$ cat src/rtl/unsigned_multiply_if.sv
// Handshake and data bundle between the datapath sequencer and the shift-and-add multiplier.
// Signal names match the divider's handshake, so one sequencer can drive both units.
interface unsigned_multiply_if #(
    parameter int WIDTH = 32
);
    logic                 i_start;
    logic [WIDTH-1:0]     i_multiplicand;
    logic [WIDTH-1:0]     i_multiplier;
    logic                 o_ready;
    logic                 o_valid;
    logic [2*WIDTH-1:0]   o_product;

    modport master (
        output i_start,
        output i_multiplicand,
        output i_multiplier,
        input  o_ready,
        input  o_valid,
        input  o_product
    );

    modport slave (
        input  i_start,
        input  i_multiplicand,
        input  i_multiplier,
        output o_ready,
        output o_valid,
        output o_product
    );
endinterface

$ cat src/rtl/unsigned_multiply.sv
// Sequential radix-2 shift-and-add unsigned multiplier.
// Takes a fixed WIDTH cycles per product; one operation in flight at a time.
module unsigned_multiply #(
    parameter int WIDTH = 32
) (
    input  logic                 i_clk,
    input  logic                 i_reset_n,
    unsigned_multiply_if.slave   bus
);
    localparam int PW = 2 * WIDTH;
    localparam int CW = $clog2(WIDTH) + 1;

    localparam logic [0:0] ST_IDLE = 1'b0;
    localparam logic [0:0] ST_BUSY = 1'b1;

    localparam logic [CW-1:0] STEP_LAST = CW'(WIDTH - 1);

    logic [0:0]       state_q,   state_d;
    logic [PW-1:0]    addend_q,  addend_d;
    logic [PW-1:0]    acc_q,     acc_d;
    logic [PW-1:0]    product_q, product_d;
    logic [WIDTH-1:0] mult_q,    mult_d;
    logic [CW-1:0]    step_q,    step_d;
    logic             valid_q,   valid_d;
    logic [PW-1:0]    acc_sum;

    always_comb begin
        // NOTE: every combinational output gets a default first so no path leaves it unassigned and infers a latch.
        state_d   = state_q;
        addend_d  = addend_q;
        acc_d     = acc_q;
        product_d = product_q;
        mult_d    = mult_q;
        step_d    = step_q;
        valid_d   = 1'b0;
        acc_sum   = acc_q + (mult_q[0] ? addend_q : '0);

        case (state_q)
            ST_IDLE: begin
                if (bus.i_start) begin
                    addend_d = PW'(bus.i_multiplicand);
                    mult_d   = bus.i_multiplier;
                    acc_d    = '0;
                    step_d   = '0;
                    state_d  = ST_BUSY;
                end
            end
            ST_BUSY: begin
                acc_d    = acc_sum;
                addend_d = addend_q << 1;
                mult_d   = mult_q >> 1;
                step_d   = step_q + CW'(1);
                // Final iteration: publish the sum directly so the result lands on edge E_WIDTH.
                if (step_q == STEP_LAST) begin
                    product_d = acc_sum;
                    valid_d   = 1'b1;
                    state_d   = ST_IDLE;
                end
            end
            default: state_d = ST_IDLE;
        endcase
    end

    // NOTE: sequential state uses non-blocking assignments so all registers update together on the edge.
    always_ff @(posedge i_clk or negedge i_reset_n) begin
        if (!i_reset_n) begin
            state_q   <= ST_IDLE;
            addend_q  <= '0;
            acc_q     <= '0;
            product_q <= '0;
            mult_q    <= '0;
            step_q    <= '0;
            valid_q   <= 1'b0;
        end else begin
            state_q   <= state_d;
            addend_q  <= addend_d;
            acc_q     <= acc_d;
            product_q <= product_d;
            mult_q    <= mult_d;
            step_q    <= step_d;
            valid_q   <= valid_d;
        end
    end

    assign bus.o_ready   = (state_q == ST_IDLE);
    assign bus.o_valid   = valid_q;
    assign bus.o_product = product_q;
endmodule

$ cat src/flat_wrapper.sv
// flat-port wrapper written by rule: the top's interface ports become plain ports
module unsigned_multiply_flat 
#(
    parameter int WIDTH = 32
)
  (i_clk, i_reset_n, bus_i_start, bus_i_multiplicand, bus_i_multiplier, bus_o_ready, bus_o_valid, bus_o_product);
  unsigned_multiply_if #(.WIDTH(WIDTH)) bus_i ();
  input  logic i_clk;
  input  logic i_reset_n;
  input wire logic [$bits(bus_i.i_start)-1:0] bus_i_start;
  input wire logic [$bits(bus_i.i_multiplicand)-1:0] bus_i_multiplicand;
  input wire logic [$bits(bus_i.i_multiplier)-1:0] bus_i_multiplier;
  output wire logic [$bits(bus_i.o_ready)-1:0] bus_o_ready;
  output wire logic [$bits(bus_i.o_valid)-1:0] bus_o_valid;
  output wire logic [$bits(bus_i.o_product)-1:0] bus_o_product;
  assign bus_i.i_start = bus_i_start;
  assign bus_i.i_multiplicand = bus_i_multiplicand;
  assign bus_i.i_multiplier = bus_i_multiplier;
  assign bus_o_ready = bus_i.o_ready;
  assign bus_o_valid = bus_i.o_valid;
  assign bus_o_product = bus_i.o_product;
  unsigned_multiply #(.WIDTH(WIDTH)) u_core (.i_clk(i_clk), .i_reset_n(i_reset_n), .bus(bus_i));
endmodule
$ cat config.mk
export PLATFORM = sky130hd
export DESIGN_NAME = unsigned_multiply_flat
export DESIGN_NICKNAME = d
export VERILOG_FILES = /design/src/rtl/unsigned_multiply_if.sv /design/src/rtl/unsigned_multiply.sv /design/src/flat_wrapper.sv
export SDC_FILE = /design/constraint.sdc
export NUM_CORES = 1
export LEC_CHECK = 0
export CAP_MARGIN = 10
export CORE_MARGIN = 10
export CORE_UTILIZATION = 39
export CTS_CLUSTER_SIZE = 8
export DETAILED_ROUTE_END_ITERATION = 6
export PLACE_DENSITY = 0.71
export SLEW_MARGIN = 40
export SYNTH_ARGS = -nofsm -noshare
export SYNTH_HDL_FRONTEND = slang
export SYNTH_SLANG_ARGS = --single-unit
$ cat constraint.sdc
create_clock -name i_clk -period 3.74 [get_ports i_clk]
set_clock_uncertainty 0.2 [all_clocks]
set_input_delay 0.561 -clock i_clk [delete_from_list [all_inputs] [get_ports i_clk]]
set_output_delay 0.561 -clock i_clk [all_outputs]
set_load 0.03 [all_outputs]
# Word level (Yosys, flattened, before mapping)
# Cells that the tools add are included.
[classes] add_sub_neg=2 eq_ne=2 n_mux=14 n_bitwise=1 reduce_logical=1
[op_table] op="$pmux 64 s2" count=2
[op_table] op="$mux 64" count=3
[op_table] op="$add 64x64->64" count=1
[op_table] op="$pmux 32 s2" count=1
[op_table] op="$mux 32" count=1
[op_table] op="$pmux 6 s2" count=1
[op_table] op="$add 6x1->6 const B" count=1
[op_table] op="$eq 6x5->1 const B" count=1
[op_table] op="$mux 6" count=1
[op_table] op="$mux 1" count=4
[op_table] op="$ne 2x2->1 const B" count=1
[op_table] op="$pmux 1 s2" count=1
[op_table] op="$reduce_and 2->1" count=1
[op_table] op="$not 1->1" count=1
[word_totals] register_bits=232 output_inout_bits=66 wordCells=27

# Longest topological paths before layout
[logic_depth] depth_word=3 depth_mapped=16 mapped_depth_nobuf=14

# Worst setup path before layout
# OpenSTA, ideal clock, no wires.
[synth_path] kind="register to register" start="register u_core.mult_q[0]" end="register u_core.product_q[60] (netlist: u_core.bus.o_product[60])" setup_ns=0.125 t_arrival_ns=3.373 path_slack_ns=0.042 stages_incl_launch_ff=17 path_buffers=2 period_less_slack_ns=3.698 cell_sequence="dfrtp_1 -> clkbuf_1 -> clkbuf_1 -> and2_1 -> ha_1 -> inv_1 -> fa_1 -> nand2b_1 -> a21oi_1 -> o21ai_1 -> o21ai_2 -> a21oi_2 -> o31ai_2 -> a221o_2 -> a31oi_2 -> xnor2_1 -> mux2_4"
[synth_via] elab_chain_cells=2
[synth_rtl] element="start, declared" line_no="unsigned_multiply.sv:22" text="logic [WIDTH-1:0] mult_q, mult_d;"
[synth_rtl] element="start signal, assigned" line_no="unsigned_multiply.sv:79" text="mult_q <= mult_d;"
[synth_rtl] element="$mux 64" line_no="unsigned_multiply.sv:36" text="acc_sum = acc_q + (mult_q[0] ? addend_q : '0);"
[synth_rtl] element="$add 64x64->64" line_no="unsigned_multiply.sv:36"
[synth_rtl] element="end signal, assigned" line_no="unsigned_multiply.sv:78" text="product_q <= product_d;"
[synth_rtl] element="end, declared" line_no="unsigned_multiply.sv:21" text="logic [PW-1:0] product_q, product_d;"
# Every way passes these cells.
# A chain may end at the register's enable or synchronous reset.

# Worst setup path after layout
[layout_path] start="register u_core.mult_q[0]" end="register u_core.product_q[41] (netlist: u_core.bus.o_product[41])"
# The elaborated chain is that of the path after synthesis.

==> flow_summary_export.csv <==
group,metric,value,unit
status,status,"finished clean",
setup_path,rr_startpoint,"u_core.mult_q[0]",
die,coreArea,33620,µm²
global_routing,grt_usage,16.81,%
placed_design,place_hpwl,25800,µm
timing,layout_min_cycle_time,3.593,ns
placed_design,port_buffers,132,
pwr,peakVddDrop,0.4748,mV
setup_path,regToRegEndpoint,"u_core.bus.o_product[41]",
worst_hold_path,whs_path_depth,2,
drt,postRouteAntennaNets,0,
setup_path,path_class,"reg2reg",
global_routing,grt_antenna_before_repair,1,
clocking,clk-insertion-delay-late,0.51,ns
pwr,power_leakage,7.554,nW
drt,drt-pass1-iter-count,5,
die,dieArea,41920,µm²
setup_path,r2r_setup_slack,0.15,ns
setup_path,cpPeakStageDelay,0.44,ns
placed_design,dp_slack,0.001533,ns
drt,drc,0,
clocking,htreeDepth,2,
synth,synth_edf_count,0,
timing,fmax,278.3,MHz
clocking,cts_buffers,35,
layout,syn_to_final_growth,22.08,%
global_routing,overflow,0,
setup_path,cp-start-kind,"register",
setup_path,crit_arrival,3.78,ns
clocking,cts_sinks,232,
timing,slew_headroom,45.65,%
synth,ys_ff_latch,232,
setup_path,path_max_fanout,26,
synth,syn_area,13310,µm²
die,rows,67,
layout,num-nets-final,1634,
layout,layout_common_cells,"dfrtp_1 (230), nand2_1 (205), o21ai_0 (132), clkdlybuf4s50_1 (130), a21oi_1 (73)",
setup_path,crit_chain,"buf_12 > and2_1 > ha_1 > nand2_1 > nor3_2 > o21ai_0 > o2bb2ai_1 > o31a_4 > o21ai_1 > a21oi_1 > o21a_1 > xnor2_1 > mux2_2",
drt,vias,10760,
synth,async_flop_share,100.0,%
die,io_pins,133,
timing,worstMarginPinSlew,0.8152,ns
timing,rsz0062_at_grt,"yes",
clocking,ctsRootBufferMaster,"clkbuf_16",
setup_path,worstRegToRegCells,13,
timing,hold_viol_final,0,
placed_design,gp_congestion,0.9429,
synth,syn_inst,1367,
worst_hold_path,hold_end,"u_core.mult_q[5]",
synth,syn_avg_cell_area,9.738,µm²
die,fp.dieW,204.8,µm
timing,slew_violations,0,
worst_hold_path,min-delay-path-class,"reg2reg",
global_routing,grt_pass1_vias,10930,
global_routing,grt_max_degree,80,
synth,synth_flop_cell,"dfrtp_1",
timing,period_share,96.08,%
clocking,cts_tree,"built",
synth,syn_nets,1499,
drt,drtIter0Drc,631,
synth,synth.distinct_cells,76,
drt,wl_per_cell,18.27,µm
timing,finalWorstSetupSlack,0.1465,ns
clocking,clock_path_buffers,3,
synth,ys.warnings.count,0,
worst_hold_path,hold_start,"u_core.mult_q[6]",
job,drv_cap,0,
layout,design_area,16250,µm²
global_routing,grt_pass1_wl,58140,µm
clocking,clkTransAtPathRegs,0.05,ns
layout,layout-drive-gt1-share,12.20,%
synth,yosysSeqAreaShare,43.61,%
placed_design,dpl_cell_area,15260,µm²
setup_path,crit_required,3.92,ns
drt,vias_per_cell,5.500,
setup_path,slowest_stage,"dfrtp_2",
pwr,p_per_area,732.9,nW/µm²
timing,setup_violations,0,
layout,final_common_cell,"dfrtp_1",
setup_path,cp-end-kind,"register",
layout,antennaDiodeCount,0,
die,start_util,39.60,%
die,dieHeight,204.8,µm
layout,post-route-util,48.34,%
drt,finalWirelength,35740,µm
==> final cells by class <==
type                       instances  area, µm²
multi-input combinational       1043       7173
fill                            3110      17370
tap                              448      560.5
inverter                          16      60.06
clock inverter                     5      36.28
clock buffer                      38      887.1
timing repair buffer             174       1723
sequential                       232       5811
==> how the worst max path moves through the flow <==
stage	startpoint	slack, ns	cells past startpoint	end
6_report	u_core.mult_q[0]	0.15	13	u_core.bus.o_product[41]
3_3_place_gp	u_core.mult_q[0]	0.07	13	u_core.bus.o_product[62]
4_1_cts	u_core.mult_q[0]	0.03	13	u_core.bus.o_product[41]
3_5_place_dp	u_core.mult_q[0]	0.002	13	u_core.bus.o_product[62]
5_1_grt	u_core.mult_q[0]	-0.04	13	u_core.acc_q[63]
2_1_floorplan	u_core.mult_q[0]	0.04	16	u_core.bus.o_product[60]
==> synth_stat cells, drive strengths merged (2+ instances only) <==
cell type    n  area [µm²]
clkbuf      63       256.5
buf         12       72.57
nand4       18       112.6
o221ai       3       32.53
xor2        18       157.7
ha          64       800.8
o31ai        5       42.54
xnor2       45       394.1
and3         6       38.79
nor2        60       225.2
a31oi        9       62.56
a21o        35       264.0
o21ai      141       713.2
o21bai      10       75.07
nand3       12       60.06
or2          3       18.77
nand2b       7       43.79
a221o        2       21.27
and4         2       17.52
dfrtp      232        5806
inv         16       60.06
mux2        58       656.9
a21boi       3       22.52
a22o        58       508.0
and2        65       407.9
a211oi      10       85.08
a31o         3       35.04
o21a         8       60.06
nand2      205       769.5
o31a         2       26.28
o22ai        3       18.77
o211ai       6       45.04
nor4         2       12.51
a22oi        2       15.01
a21oi       81       427.9
nor3         9       45.04
nor2b        4       25.02
a2111oi      3       51.30
mux2i       65       650.6
==> state kept, by name, summed over array words and instances, names as in the netlist <==
| register | count |
|---|---|
| u_core.addend_q | 64 |
| u_core.bus.o_product | 64 |
| u_core.acc_q | 64 |
| u_core.state_q | 1 |
| u_core.step_q | 6 |
| u_core.mult_q | 32 |
| u_core.bus.o_valid | 1 |
==> worst max-delay path: cells and delay by family (launching register included) <==
family	cells	cell delay, ns
adders and majority gates	1	0.38
xor gates and xnor gates	1	0.15
DFF	1	0.44
and+or+nand+nor	3	0.53
buffers and inverters	1	0.16
AOI/OAI and AO/OA	6	1.34
muxes	1	0.27
==> logic make-up (layout without fill, tap and decap cells) <==
group           Yosys count  after routing  synth area share, %
flops                   232            232                43.61
mux                     123            123                9.822
buf+inv                  92            233                3.008
xor+xnor                 63             63                4.145
simple gates            400            400                13.81
fa+ha+maj                65             65                6.166
compound gates          392            392                19.44
==> per-layer routing <==
layer / vias to the layer above / global-route usage (%) / wire [µm]
met2: 260 / 27.17 / 16670
li1: 5133 / - / -
met3: 73 / 4.138 / 2296
met5: - / 1.427 / 84
met4: 4 / 4.576 / 797
met1: 5288 / 21.82 / 15900
==> report_power, final <==
group / leakage, nW / internal [W] / total, W / switching, W
Combinational: 4.10 / 0.00212 / 0.00499 / 0.00287
Clock: 0.456 / 0.00167 / 0.00277 / 0.00110
Sequential: 3.00 / 0.00349 / 0.00415 / 0.000661
==> through the flow <==
stage | TNS, ns | std cells | total power [W] | hold slack, ns
after floorplan | 0 | 1367 | 0.007404 | 0.06541
after global placement | 0 | 1910 | 0.008997 | 0.2630
after detailed placement | 0 | 1912 | 0.009125 | 0.2754
after CTS | 0 | 1956 | 0.01200 | 0.2863
after global routing | -0.06052 | 1956 | 0.01273 | 0.3009
final | 0 | 1956 | 0.01191 | 0.2770
==> repair_timing <==
item	CTS	global route
hold buffers	1	0
resized for setup	1	14
hold endpoints to repair	52	0
endpoints found under the setup margin	2	27
pin swaps	0	5
setup buffers	0	0
No activity file was read; power rests on OpenSTA's default activity.
